`src/rtl/bnn_pkg.sv`:
```
// Shared BNN definitions: top-level state encodings and image geometry.
package bnn_pkg;

    localparam int NUM_PIXELS = 784;
    localparam int IMG_DIM    = 28;

    typedef enum logic [2:0] {
        s_IDLE    = 3'b000,
        s_LOAD    = 3'b001,
        s_LAYER_1 = 3'b010,
        s_LAYER_2 = 3'b011,
        s_LAYER_3 = 3'b100
    } state_t;

endpackage

```
`src/rtl/image_loader.sv`:
```
// Assembles the 784-pixel input frame from a valid/ready byte stream during s_LOAD.
// One byte per cycle; load_done rises the cycle after the last byte; ready only in L_RECV while in s_LOAD.
module image_loader
    import bnn_pkg::*;
#(
    parameter int BYTE_W = 8
) (
    input  logic                  clock,
    input  logic                  reset,
    input  logic [2:0]            state,
    input  logic [BYTE_W-1:0]     pixel_in,
    input  logic                  pixel_valid,
    output logic                  pixel_ready,
    output logic [NUM_PIXELS-1:0] image_out,
    output logic                  load_done,
    output logic                  load_abort,
    output logic [9:0]            ones_count
);

    localparam int NUM_BYTES = NUM_PIXELS / BYTE_W;
    localparam int IDX_W     = $clog2(NUM_BYTES);
    localparam logic [IDX_W-1:0] LAST_IDX = IDX_W'(NUM_BYTES - 1);

    typedef enum logic [1:0] {
        L_IDLE,
        L_RECV,
        L_FULL
    } lstate_t;

    lstate_t               lstate_q;
    state_t                prev_state_q;
    logic [IDX_W-1:0]      byte_idx_q;
    logic [NUM_PIXELS-1:0] image_q;
    logic                  load_done_q;
    logic                  load_abort_q;
    logic [9:0]            ones_count_q;
    logic [9:0]            ones_count_d;
    logic [9:0]            byte_ones;
    logic                  load_entry;
    logic                  in_load;

    assign in_load     = (state == s_LOAD);
    assign load_entry  = in_load && (prev_state_q != s_LOAD);
    // Ready drops the same cycle state leaves s_LOAD, so an abort never races a transfer.
    assign pixel_ready = (lstate_q == L_RECV) && in_load;

    always_comb begin
        byte_ones = '0;
        for (int i = 0; i < BYTE_W; i++) begin
            byte_ones = byte_ones + 10'(pixel_in[i]);
        end
        ones_count_d = ones_count_q + byte_ones;
    end

    always_ff @(posedge clock) begin
        if (reset) begin
            lstate_q     <= L_IDLE;
            prev_state_q <= s_IDLE;
            byte_idx_q   <= '0;
            image_q      <= '0;
            load_done_q  <= 1'b0;
            load_abort_q <= 1'b0;
            ones_count_q <= '0;
        end else begin
            prev_state_q <= state_t'(state);
            load_abort_q <= 1'b0;
            case (lstate_q)
                L_IDLE, L_FULL: begin
                    if (load_entry) begin
                        lstate_q     <= L_RECV;
                        byte_idx_q   <= '0;
                        ones_count_q <= '0;
                        load_done_q  <= 1'b0;
                    end
                end
                L_RECV: begin
                    if (!in_load) begin
                        lstate_q     <= L_IDLE;
                        byte_idx_q   <= '0;
                        load_done_q  <= 1'b0;
                        load_abort_q <= 1'b1;
                    end else if (pixel_valid) begin
                        image_q[byte_idx_q*BYTE_W +: BYTE_W] <= pixel_in;
                        ones_count_q <= ones_count_d;
                        if (byte_idx_q == LAST_IDX) begin
                            lstate_q    <= L_FULL;
                            load_done_q <= 1'b1;
                        end else begin
                            byte_idx_q <= byte_idx_q + 1'b1;
                        end
                    end
                end
                default: lstate_q <= L_IDLE;
            endcase
        end
    end

    assign image_out  = image_q;
    assign load_done  = load_done_q;
    assign load_abort = load_abort_q;
    assign ones_count = ones_count_q;

endmodule

```
`config.mk`:
```
export PLATFORM = sky130hd
export DESIGN_NAME = image_loader
export DESIGN_NICKNAME = d
export VERILOG_FILES = /design/src/rtl/bnn_pkg.sv /design/src/rtl/image_loader.sv
export SDC_FILE = /design/constraint.sdc
export NUM_CORES = 2
export LEC_CHECK = 0
export ABC_AREA = 0
export BUFFER_PORTS_ARGS = -buffer_cell sky130_fd_sc_hd__buf_2
export CAP_MARGIN = 20
export CORE_MARGIN = 2
export CORE_UTILIZATION = 24
export DETAILED_ROUTE_END_ITERATION = 12
export SLEW_MARGIN = 20
export SYNTH_ARGS = -nofsm -noshare
export SYNTH_HDL_FRONTEND = slang
export SYNTH_SLANG_ARGS = --single-unit
export TNS_END_PERCENT = 10
```
`constraint.sdc`:
```
create_clock -name clock -period 3.6 [get_ports clock]
set_input_delay 0.54 -clock clock [delete_from_list [all_inputs] [get_ports clock]]
set_output_delay 0.54 -clock clock [all_outputs]
set_load 0.02 [all_outputs]
```
==> out/results.ini <==
[run_status]
outcome=completed

[critical_path]
crit_arrival_ns=3.99
reg2regPathDepth=7
r2r_start=byte_idx_q[4]
worstSetupPathType=flop to flop
end_kind=flop
start_kind=flop
path_max_fanout=13
reg2reg_slack_ns=0.19
critPathRequiredTime_ns=4.19
reg2reg_to=image_out[278]

[power]
cellPowerDensity_mw_per_mm2=451
internal-power_uw=14900
p_sw_uw=4520
switching_share_pct=23.3
pwr-share-comb_pct=2.4
ir_drop_v=0.000307
clock_power_share_pct=51.5
p_total_uw=19400
power_frac_seq_pct=46.1
p_leak_uw=0.0192

[clock_network]
cts-root-buf=clkbuf_16
clk_pin_slew_ns=0.06
cts-htree-levels=3
clk_path_buf_depth=3
postCtsSetupRepairBufs=0
cts-resized-gates=1
cts_tree=built
worst_skew_pair.late_latency_ns=0.72
clkSinkCount=808
cts_hold_buf=0
cts_buffers=91

[hold_path]
min-delay-start=state[0]
whs_path_depth=2
hold_end=prev_state_q[0]
min-delay-path-class=primary input to flop

[logic_synthesis]
synth_edf_count=0
yosys.area.top_type=dfxtp_1
netlist_top_cells_area=dfxtp_1 50%, mux2i_1 15%, nand2_1 7.0%
synthFlopType=dfxtp_1
synthTopCellsByCount=808 x dfxtp_1, 607 x nand2_1, 494 x mux2i_1
syn_area_per_cell_um2=9.71
ys_ff_latch=808
synth.most_common_cell=dfxtp_1
syn_inst=3359
synth_nets=3388
synth_cell_types=81
yosysSeqAreaShare_pct=49.6
yosysWarnings=0
yosys.area.top_type_share_pct=49.6
ys_async_sr_fraction_pct=0
syn_area_mm2=0.0326

[sta]
worstMarginPinSlew_ns=1.09
finalSetupViolations=0
fin_skew_ns=0.0406
min_period_over_period_pct=94.6
fmax_mhz=294
worst_hold_slack_ns=0.103
min_period_ns=3.41
hold_viol_final=0
rsz0062_at_grt=no
slew_violations=0
slew_headroom_pct=26.7

[routing]
drcViolationCount=0
routed_wl_um=174000
postRouteAntennaNets=0
drt_iter0_drc=2633
first_pass_iters=5
vias=30900
wl_per_cell_um=28.8
viasPerCell=5.10

[job]
drv_cap=0

[placement]
gp_congestion=0.898
io_buffers=810
dp_hpwl_um=130000

[layout]
layout-drive-gt1-share_pct=34.3
nNetsFinal=4219
fill_cells=14200
multiInputGateArea_mm2=0.0155
synthToLayoutAreaGrowth_pct=31.7
regArea_mm2=0.0162

[floorplanning]
die_x_um=373
die_area_mm2=0.139
rows=135
initial_core_util_pct=24.1
io_pins=811
die_h_um=373
core_mm2=0.135

[global_routing]
grt_max_degree=103
first_global_vias=29400
grt_antenna_before_repair=15
grt_overflow=0
track_usage_pct=24.1
grt_pass1_wl_um=238000

-- flip-flops by register name, summed over array words and instances, names as in the netlist --
register	count
load_abort	1
prev_state_q	3
ones_count	10
load_done	1
lstate_q	2
image_out	784
byte_idx_q	7
-- worst max-delay path: stages (launching register included) --
cell	delay, ns
dfxtp_1	0.49
buf_4	0.26
nor4_2	0.06
buf_4	0.20
a31oi_2	0.55
and2_1	0.69
nand3_1	0.60
a31o_2	0.42
-- layer usage --
layer | track usage [%] | wire, µm | up-vias | part of all wire [%]
met4 | 8.91 | 6500 | 0 | 3.7
met3 | 6.53 | 14700 | 259 | 8.4
met5 | 0 | 0 | - | 0
met2 | 40.3 | 82400 | 1461 | 47
met1 | 29.5 | 70600 | 15400 | 41
li1 | - | - | 13700 | -
-- cells in the final DEF, fill, tap and decap left out, types with 15 or more instances in the layout --
master	instances
o31ai_1	17
nand4_1	31
buf_2	809
nor3_4	17
nand2_1	604
nor3_2	15
buf_12	15
nand3_1	152
nor2b_1	43
inv_1	19
or4_1	30
nor3_1	50
a21oi_1	49
mux2_2	29
nor4_1	141
or3_1	20
buf_4	191
o21ai_0	86
clkbuf_8	20
clkbuf_16	93
nor2_1	84
a31o_2	161
mux2i_1	494
o211ai_1	61
dfxtp_1	808
-- metrics by stage --
step	util (%)	cells	cell area, µm²	setup slack (ns)	TNS (ns)
CTS	31.8	6046	42900	0.200	0
global route	31.8	6047	43000	0.00885	0
floorplan	-	3359	32600	-0.0144	-0.0144
finish	31.8	6049	43000	0.195	0
detailed placement	29.4	5878	39800	-0.438	-1.83
global placement	29.4	5878	39800	-0.478	-1.90
-- power by group through the flow --
stage | sequential [µW] | clock (µW) | combinational, µW
2_1_floorplan | 9140 | 0 | 223
3_3_place_gp | 9140 | 0 | 462
3_5_place_dp | 9140 | 0 | 463
4_1_cts | 8940 | 10200 | 463
5_1_grt | 8940 | 10500 | 487
6_report | 8940 | 9990 | 458
-- final cells by class --
cell class                      instances  area share [%]
Clock buffer                          127            6.18
Tap cell                             1781            5.19
Antenna cell                            3          0.0175
Inverter                               20           0.192
Sequential cell                       808            37.7
Multi-Input combinational cell       2253            36.1
Timing Repair Buffer                 1016            13.5
Clock inverter                         41            1.20
-- how the worst max path moves through the flow --
stage             startpoint             end  slack, ns  cells after the start
2_1_floorplan    pixel_in[0]   ones_count[6]      -0.01                     11
3_3_place_gp     pixel_in[1]   ones_count[6]      -0.48                     13
3_5_place_dp     pixel_in[1]   ones_count[6]      -0.44                     13
4_1_cts        byte_idx_q[4]  image_out[278]       0.20                      7
5_1_grt        byte_idx_q[4]  image_out[675]      0.009                      7
6_report       byte_idx_q[4]  image_out[278]       0.19                      7
-- logic make-up (layout without fill, tap and decap cells) --
group           after synthesis  count (layout)  synth area share [%]
xor+xnor                     12              12                 0.368
mux                         523             523                  16.2
buf+inv                     298            1204                  3.76
fa+ha+maj                    15              15                 0.691
simple gates               1271            1271                  19.3
compound gates              432             432                  10.1
flops                       808             808                  49.6
other cells                   0               3                     0
(Power assumes the default switching activity.)
